### src/rtl/bp_pkg.sv
// Shared types and helpers for the branch direction predictor:
// FSM state encoding, saturating counter step and index hashing.
package bp_pkg;

  localparam int IDX_MAX = 16;
  localparam int CTR_MAX = 4;

  typedef enum logic {
    ST_INIT,
    ST_RUN
  } bp_state_e;

  // Step an up/down counter by one, clamping at 0 and 2^ctr_bits-1.
  function automatic logic [CTR_MAX-1:0] sat_next(
    input logic [CTR_MAX-1:0] ctr,
    input logic               taken,
    input int                 ctr_bits
  );
    logic [CTR_MAX-1:0] max_val;
    max_val = CTR_MAX'((1 << ctr_bits) - 1);
    if (taken) begin
      return (ctr >= max_val) ? max_val : ctr + CTR_MAX'(1);
    end
    return (ctr == '0) ? '0 : ctr - CTR_MAX'(1);
  endfunction

  // gshare hash; callers zero-extend both operands and truncate the result.
  function automatic logic [IDX_MAX-1:0] bp_hash(
    input logic [IDX_MAX-1:0] pc_idx,
    input logic [IDX_MAX-1:0] ghr
  );
    return pc_idx ^ ghr;
  endfunction

endpackage

### src/rtl/bp_sat_counter_array.sv
// Saturating-counter storage: one write port (init value or +/-1 step of the
// addressed entry) and one combinational read port for fetch.
module bp_sat_counter_array
  import bp_pkg::*;
#(
  parameter int INDEX_BITS = 5,
  parameter int CTR_BITS   = 2,
  parameter int INIT_CTR   = 1
) (
  input  logic                  clk,
  input  logic                  wr_en,
  input  logic                  wr_init,
  input  logic [INDEX_BITS-1:0] wr_idx,
  input  logic                  wr_taken,
  input  logic [INDEX_BITS-1:0] rd_idx,
  output logic [CTR_BITS-1:0]   rd_ctr
);

  localparam int DEPTH = 1 << INDEX_BITS;

  logic [CTR_BITS-1:0] mem_reg [DEPTH];
  logic [CTR_BITS-1:0] wr_data;

  always_comb begin
    wr_data = CTR_BITS'(INIT_CTR);
    if (!wr_init) begin
      wr_data = CTR_BITS'(sat_next(CTR_MAX'(mem_reg[wr_idx]), wr_taken, CTR_BITS));
    end
  end

  always_ff @(posedge clk) begin
    if (wr_en) begin
      mem_reg[wr_idx] <= wr_data;
    end
  end

  // Fetch needs the prediction in the same cycle, so no read register here.
  assign rd_ctr = mem_reg[rd_idx];

endmodule

### src/rtl/branch_predictor_table.sv
// Direction predictor: init sweep FSM, optional gshare global history with
// speculative shift and mispredict repair, around a saturating counter array.
module branch_predictor_table
  import bp_pkg::*;
#(
  parameter int INDEX_BITS = 5,
  parameter int CTR_BITS   = 2,
  parameter int GHR_BITS   = 0,
  parameter int INIT_CTR   = 1
) (
  input  logic                                   clk,
  input  logic                                   srst,
  output logic                                   ready,
  input  logic                                   pred_req,
  input  logic [INDEX_BITS-1:0]                  pred_pc_idx,
  output logic                                   prediction,
  output logic [((GHR_BITS > 0) ? GHR_BITS : 1)-1:0] pred_ghr,
  input  logic                                   upd_valid,
  input  logic [INDEX_BITS-1:0]                  upd_pc_idx,
  input  logic [((GHR_BITS > 0) ? GHR_BITS : 1)-1:0] upd_ghr,
  input  logic                                   upd_taken,
  input  logic                                   upd_mispredict
);

  bp_state_e             state_reg, state_next;
  logic [INDEX_BITS-1:0] init_ptr_reg;
  logic [INDEX_BITS-1:0] rd_idx, upd_idx, arr_wr_idx;
  logic [CTR_BITS-1:0]   rd_ctr;
  logic                  active, raw_pred, upd_en, arr_wr_en, arr_wr_init;

  always_ff @(posedge clk) begin
    if (srst) begin
      state_reg    <= ST_INIT;
      init_ptr_reg <= '0;
    end else begin
      state_reg <= state_next;
      if (state_reg == ST_INIT) begin
        init_ptr_reg <= init_ptr_reg + INDEX_BITS'(1);
      end
    end
  end

  always_comb begin
    state_next = state_reg;
    if (state_reg == ST_INIT && (&init_ptr_reg)) begin
      state_next = ST_RUN;
    end
  end

  // Every output is forced low until the sweep has finished.
  assign active     = (state_reg == ST_RUN) && !srst;
  assign ready      = active;
  assign raw_pred   = rd_ctr[CTR_BITS-1];
  assign prediction = active & raw_pred;
  assign upd_en     = active & upd_valid;

  assign arr_wr_init = (state_reg == ST_INIT);
  assign arr_wr_en   = (!srst && arr_wr_init) || upd_en;
  assign arr_wr_idx  = arr_wr_init ? init_ptr_reg : upd_idx;

  generate
    if (GHR_BITS == 0) begin : g_bimodal
      logic unused_sigs;
      assign unused_sigs = ^{upd_ghr, upd_mispredict, pred_req};
      assign rd_idx   = pred_pc_idx;
      assign upd_idx  = upd_pc_idx;
      assign pred_ghr = '0;
    end else begin : g_gshare
      logic [GHR_BITS-1:0] ghr_reg, ghr_next, repair_val, spec_val;
      logic                unused_ghr_msb;

      assign unused_ghr_msb = upd_ghr[GHR_BITS-1];
      assign rd_idx  = INDEX_BITS'(bp_hash(IDX_MAX'(pred_pc_idx), IDX_MAX'(ghr_reg)));
      assign upd_idx = INDEX_BITS'(bp_hash(IDX_MAX'(upd_pc_idx), IDX_MAX'(upd_ghr)));

      if (GHR_BITS == 1) begin : g_one
        assign repair_val = upd_taken;
        assign spec_val   = raw_pred;
      end else begin : g_many
        assign repair_val = {upd_ghr[GHR_BITS-2:0], upd_taken};
        assign spec_val   = {ghr_reg[GHR_BITS-2:0], raw_pred};
      end

      // A mispredict repair overrides whatever fetch speculated this cycle.
      always_comb begin
        ghr_next = ghr_reg;
        if (upd_en && upd_mispredict) begin
          ghr_next = repair_val;
        end else if (active && pred_req) begin
          ghr_next = spec_val;
        end
      end

      always_ff @(posedge clk) begin
        if (srst) begin
          ghr_reg <= '0;
        end else begin
          ghr_reg <= ghr_next;
        end
      end

      assign pred_ghr = active ? ghr_reg : '0;
    end
  endgenerate

  bp_sat_counter_array #(
    .INDEX_BITS (INDEX_BITS),
    .CTR_BITS   (CTR_BITS),
    .INIT_CTR   (INIT_CTR)
  ) u_array (
    .clk      (clk),
    .wr_en    (arr_wr_en),
    .wr_init  (arr_wr_init),
    .wr_idx   (arr_wr_idx),
    .wr_taken (upd_taken),
    .rd_idx   (rd_idx),
    .rd_ctr   (rd_ctr)
  );

endmodule
### config.mk
export PLATFORM = sky130hd
export DESIGN_NAME = branch_predictor_table
export DESIGN_NICKNAME = d
export VERILOG_FILES = /design/src/rtl/bp_pkg.sv /design/src/rtl/bp_sat_counter_array.sv /design/src/rtl/branch_predictor_table.sv
export SDC_FILE = /design/constraint.sdc
export NUM_CORES = 1
export LEC_CHECK = 0
export BUFFER_PORTS_ARGS = -buffer_cell sky130_fd_sc_hd__buf_2
export CAP_MARGIN = 20
export CORE_MARGIN = 3
export CORE_UTILIZATION = 35
export CTS_CLUSTER_DIAMETER = 80
export DETAILED_ROUTE_END_ITERATION = 16
export MAX_ROUTING_LAYER = met4
export SKIP_CTS_REPAIR_TIMING = 1
export SLEW_MARGIN = 20
export SYNTH_ARGS = -nofsm -noshare
export SYNTH_HDL_FRONTEND = slang
export SYNTH_SLANG_ARGS = --single-unit
### constraint.sdc
create_clock -name clk -period 3.4 [get_ports clk]
set_clock_uncertainty 0.15 [all_clocks]
set_input_delay 0.17 -clock clk [delete_from_list [all_inputs] [get_ports clk]]
set_output_delay 0.17 -clock clk [all_outputs]
set_load 0.05 [all_outputs]
==> summary.md, run 1 <==
| Metric | Value |
|---|---|
| Syn Inst Count | `274` |
| Synth-to-Final Area Change | `12.1%` |
| Worst-Margin Slew | `0.661 ns` |
| Synth Cell Area | `3570 sq um` |
| Peak supply drop | `0.196 mV` |
| GPL Wtd Cong | `0.835` |
| Synth cell types | `49` |
| Starting DRT DRC Count | `169` |
| Final wirelength | `8540 um` |
| ANT nets after route | `0` |
| Residual DRC | `0` |
| Initial antenna violation count | `0` |
| Final Power | `1.79 mW` |
| Global-route wire length before repair | `13,200 um` |
| Routed len/inst | `20.0 um` |
| CTS tree | `yes` |
| Logic pwr share | `0.084` |
| WP data arrival | `3.03 ns` |
| Pwr dens | `449 nW/um^2` |
| Clock sinks | `70` |
| Synth area leaders | `edfxtp_1 (54%), mux4_2 (9.5%), nor2_1 (4.7%), dfxtp_1 (3.4%), mux2i_1 (3.1%)` |
| Crit start category | `register` |
| Antenna Cells | `0` |
| Commonest non-fill, non-tap cell in the layout | `edfxtp_1` |
| Tmin final | `3.09 ns` |
| Synth Area in Simple Gates | `0.118` |
| Worst path required time | `3.34 ns` |
| # IOs | `20` |
| Fill cell count | `947` |
| Largest family of logic cells by synthesized area | `multiplexers` |
| Switching Fraction | `0.252` |
| Worst r2r src | `state_reg$_SDFFE_PP0P_` |
| Clk slew on worst S/H paths | `0.08 ns` |
| Hpwl dp | `5810 um` |
| Core Area | `9820 sq um` |
| TritonRoute pass-1 iters | `5` |
| Ys Warns | `0` |
| GRT Total Usage | `0.162` |
| Largest net degree at the start of global routing | `35` |
| Initial Utilization | `0.363` |
| Share of layout cells above drive strength 1 | `0.224` |
| Die ar. | `11,400 sq um` |
| Hold_sp | `upd_pc_idx[3]` |
| Total number of vias | `2,373` |
| Setup-failing EPs final | `0` |
| Relative slew margins | `0.559` |
| Yosys reg bits | `70` |
| CTS Root Cell | `clkbuf_8` |
| Setup tns final | `0 ns` |
| Crit. Startpoint | `state_reg$_SDFFE_PP0P_` |
| Crit path kind | `register to register` |
| Fmax | `323 MHz` |
| Count of final max-slew check failures | `0` |
| Max-cap viol count | `0` |
| Top FF cell, synth | `edfxtp_1` |
| Complex-gate fraction of the synthesized area | `0.106` |
| Final hold violation count | `0` |
| Int Power | `1.34 mW` |
| H-tree levels | `3` |
| Area leader, netlist | `edfxtp_1` |
| Num rows | `36` |
| Grt ovf | `0` |
| Most frequent cells in the layout | `edfxtp_1 (64), nor2_1 (45), o21ai_0 (18), mux4_2 (15), buf_2 (15)` |
| Die width | `107 um` |
| Outcome | `complete, no violations` |
| Die height | `107 um` |
| Cell Area, Placed | `3770 sq um` |
| Port buffer count | `15` |
| Part of the power in registers | `0.525` |
| Pre-CTS setup slack | `0.273 ns` |
| Vias in the first global route | `2,349` |
| Clock buffer depth | `2` |
| Vias per std cell | `5.56` |
| Leakage | `1.30 nW` |
| Xor/xnor cell area share of the yosys netlist | `0.00737` |
| Async SR Flop Fraction | `0` |
| Clock latency on the worst-skew pair | `0.36 ns` |
| CP Max Fanout | `34` |
| Period Utilization, post-route | `0.909` |
| Avg Inst Size Synth | `13.0 sq um` |
| TritonCTS buffer count | `9` |
| Slack of the critical path | `0.309 ns` |
| Max reg flops | `64` |
| Synth top area share | `0.539` |
| Net Switching | `0.452 mW` |
| Clock share of power | `0.391` |
| Final instance area | `4000 sq um` |
| Register area share after synthesis | `0.573` |
| Synthesized Nets | `293` |
| Post-synthesis mux area share | `0.152` |
| RSZ-0062 raised after global routing | `no` |
| Post-layout nets | `308` |
| CP Capture Type | `register` |
| Adder-Cell Fraction of Synth Area | `0.00982` |
| Worst hold path type | `primary input to register` |
| EDFF count, synth | `64` |
[stage by stage]
| stage | hold WS (ns) | instances | util |
|---|---|---|---|
| floorplan | 0.316 | 274 | - |
| global placement | 0.327 | 410 | 0.384 |
| detailed placement | 0.337 | 410 | 0.384 |
| CTS | -0.0399 | 426 | 0.405 |
| global route | 0.410 | 427 | 0.407 |
| finish | 0.367 | 427 | 0.407 |
[cell usage after synthesis (all sizes together) (2+ instances only)]
cell type,n
mux2i,13
nor3,5
nor4,2
nand3,2
clkbuf,8
nand2,6
nor2,45
inv,6
mux4,15
dfxtp,6
nor3b,3
a32oi,2
and3b,4
o21bai,12
ha,2
and3,3
and4,2
o22ai,4
xnor2,2
o32a,2
a21oi,4
mux2,5
nand3b,3
o21ai,20
nor2b,3
edfxtp,64
a41oi,6
buf,12
[critical path, cell delays in order, from the launching register on]
cell and delay [ns]:
dfxtp_1 0.40, buf_4 0.37, mux2i_4 0.36, mux4_2 0.32
nor2b_1 0.15, nor4_1 0.33, and4_1 0.28, maj3_1 0.17
nand2_1 0.07, buf_4 0.23
[per-layer routing]
| layer | track usage | wire [um] |
|---|---|---|
| met5 | - | 0 |
| met3 | 0.0385 | 505 |
| met4 | 0.0612 | 163 |
| met2 | 0.241 | 4150 |
| met1 | 0.216 | 3720 |
[power by group through the flow]
stage                     logic (mW)  registers, mW  clock network, mW
final                          0.151          0.942              0.702
after global routing           0.165          0.943              0.745
after CTS                      0.149          0.942              0.710
after detailed placement       0.149          0.961                  0
after global placement         0.145          0.961                  0
after floorplan                0.112          0.953                  0
[cells by family (layout without fill, tap and decap cells)]
kind of cell	count (synthesis)	in the layout
adders and majority gates	3	3
xor gates and xnor gates	3	3
buffers and inverters	26	46
and+or+nand+nor	82	82
AOI/OAI and AO/OA	56	56
DFF	70	70
other	1	1
muxes	33	33
[worst paths after layout]
path,cells after the start,slack [ns],end
setup / recovery,9,0.31,u_array.mem_reg[16][0]$_DFFE_PP_
hold / removal,3,0.37,u_array.mem_reg[4][0]$_DFFE_PP_
setup reg to reg,9,0.31,u_array.mem_reg[16][0]$_DFFE_PP_
hold reg to reg,2,0.47,init_ptr_reg[4]$_SDFFE_PP0N_
[cell type report]
type / instances / area, sq um / share of cell area
clock buffers: 9 / 124 / 0.0310
inverters: 6 / 22.5 / 0.00564
flip-flops and latches: 70 / 2040 / 0.511
repair buffers: 24 / 145 / 0.0363
well taps: 133 / 166 / 0.0416
clock inverters: 7 / 80.1 / 0.0200
multi-input cells: 178 / 1420 / 0.354
No activity file was read; power rests on OpenSTA's default activity.
==> run 2: changes to the inputs <==
--- a/config.mk
+++ b/config.mk
@@ -7,6 +7,7 @@
 export LEC_CHECK = 0
 export BUFFER_PORTS_ARGS = -buffer_cell sky130_fd_sc_hd__buf_2
 export CAP_MARGIN = 20
+export CORE_ASPECT_RATIO = 0.8
 export CORE_MARGIN = 3
 export CORE_UTILIZATION = 35
 export CTS_CLUSTER_DIAMETER = 80
@@ -16,4 +17,5 @@
 export SLEW_MARGIN = 20
 export SYNTH_ARGS = -nofsm -noshare
 export SYNTH_HDL_FRONTEND = slang
+export SYNTH_HIERARCHICAL = 1
 export SYNTH_SLANG_ARGS = --single-unit
==> summary.md, run 2 <==
| Metric | Value |
|---|---|
| Leakage | `1.30 nW` |
| Count of final max-slew check failures | `0` |
| Setup tns final | `0 ns` |
| Outcome | `complete, no violations` |
| Final hold violation count | `0` |
| Residual DRC | `0` |
| Crit start category | `register` |
| Grt ovf | `0` |
| Relative slew margins | `0.635` |
| Vias per std cell | `5.34` |
| GRT busiest layer | `met1` |
| Largest net degree at the start of global routing | `30` |
| Max reg flops | `64` |
| Tmin final | `3.09 ns` |
| Share of layout cells above drive strength 1 | `0.216` |
| Starting DRT DRC Count | `260` |
| Multi-input combinational cell area | `1340 sq um` |
| Worst-Margin Slew | `0.546 ns` |
| Initial antenna violation count | `0` |
| CP Capture Type | `register` |
| GPL Wtd Cong | `0.883` |
| CTS tree | `yes` |
| Die width | `118 um` |
| Commonest non-fill, non-tap cell in the layout | `edfxtp_1` |
| TritonRoute pass-1 iters | `4` |
| Hpwl dp | `5550 um` |
| Die height | `95.7 um` |
| H-tree levels | `3` |
| Met3 usage | `0.0652` |
| GRT Total Usage | `0.158` |
| Initial Utilization | `0.362` |
| # IOs | `20` |
| Antenna Cells | `0` |
| Synthesized Nets | `277` |
| Clock sinks | `70` |
| Crit path kind | `register to register` |
| Ys Warns | `6` |
| Core Area | `9730 sq um` |
| Total number of vias | `2,212` |
| ANT nets after route | `0` |
| Syn Inst Count | `258` |
| Avg Inst Size Synth | `13.7 sq um` |
| Clk slew on worst S/H paths | `0.06 ns` |
| Final wirelength | `8140 um` |
| GR met2 Demand/Resource | `0.207` |
| Clock buffer depth | `2` |
| Port buffer count | `15` |
| Period Utilization, post-route | `0.909` |
| Peak supply drop | `0.349 mV` |
| Vias in the first global route | `2,182` |
| Sequential cell area | `2040 sq um` |
| Num rows | `32` |
| CTS Root Cell | `clkbuf_16` |
| Clock latency on the worst-skew pair | `0.34 ns` |
| Fmax | `323 MHz` |
| CP Max Fanout | `29` |
| Final Core Density | `0.418` |
| Die ar. | `11,300 sq um` |
| Max-cap viol count | `0` |
| WP data arrival | `3.01 ns` |
| TritonCTS buffer count | `9` |
| Synth-to-Final Area Change | `15.4%` |
| Pwr dens | `552 nW/um^2` |
| Setup-failing EPs final | `0` |
| Routed len/inst | `19.7 um` |
| Worst hold path type | `primary input to register` |
| Worst path required time | `3.32 ns` |
| Synth Cell Area | `3520 sq um` |
| Fill cell count | `904` |
| Final Power | `2.25 mW` |
| Post-layout nets | `292` |
| RSZ-0062 raised after global routing | `no` |
| M1 GR Usage | `0.220` |
| Global-route wire length before repair | `12,700 um` |
| Most frequent cells in the layout | `edfxtp_1 (64), nor2_1 (43), mux2i_1 (34), buf_2 (15)` |
run 2: cell types whose count changed in the layout (fill, tap and decap cells not counted), moves of 5 or more:
cell	previous run	this run
or3_1	0	5
nand3_1	2	7
mux2_4	0	5
o221ai_1	0	5
o21ai_0	18	2
mux4_2	15	9
a41oi_1	6	0
clkbuf_16	0	9
o21bai_1	12	0
mux2i_1	11	34
clkbuf_8	9	0
run 2: final timing paths:
kind              slack [ns]  depth (start not counted)                         endpoint                         start
setup / recovery        0.31                          8  u_array/mem_reg[6][1]$_DFFE_PP_  init_ptr_reg[1]$_SDFFE_PP0N_
hold / removal          0.34                          4  u_array/mem_reg[9][0]$_DFFE_PP_                     upd_taken
setup reg to reg        0.31                          8  u_array/mem_reg[6][1]$_DFFE_PP_  init_ptr_reg[1]$_SDFFE_PP0N_
hold reg to reg         0.39                          2     init_ptr_reg[3]$_SDFFE_PP0N_  init_ptr_reg[3]$_SDFFE_PP0N_
run 2: final cells by class:
type                    instances  area share
well taps                     136      0.0419
clock inverters                 7      0.0335
multi-input cells             165       0.329
clock buffers                   9      0.0554
repair buffers                 23      0.0339
flip-flops and latches         70       0.502
inverters                       4     0.00369
run 2: layer usage:
metal	share of wire	wire, um	vias up
met3	0.11	869	10
met4	0.011	91	0
li1	-	-	1013
met1	0.48	3880	1098
met5	0	0	-
met2	0.41	3300	91
run 2: critical path, cell delays in order, from the launching register on:
cell and delay (ns):
dfxtp_1 0.37, mux2_4 0.53, mux2i_1 0.38, o22ai_1 0.14
mux4_2 0.48, or2_0 0.23, o21ai_0 0.23, a21oi_2 0.10
buf_4 0.21
run 2: per-stage QoR:
stage | worst slack, ns | cells | area, sq um | hold slack [ns]
3_3_place_gp | 0.392 | 397 | 3690 | 0.310
3_5_place_dp | 0.365 | 397 | 3690 | 0.307
2_1_floorplan | 0.108 | 258 | 3530 | 0.227
6_report | 0.308 | 414 | 4070 | 0.337
5_1_grt | 0.134 | 414 | 4070 | 0.366
4_1_cts | 0.339 | 413 | 4060 | -0.0488
run 2: power breakdown:
part,internal (mW),leakage (nW),switching (mW)
clock,0.786,0.173,0.344
combinational,0.0771,0.530,0.102
sequential,0.933,0.598,0.00461
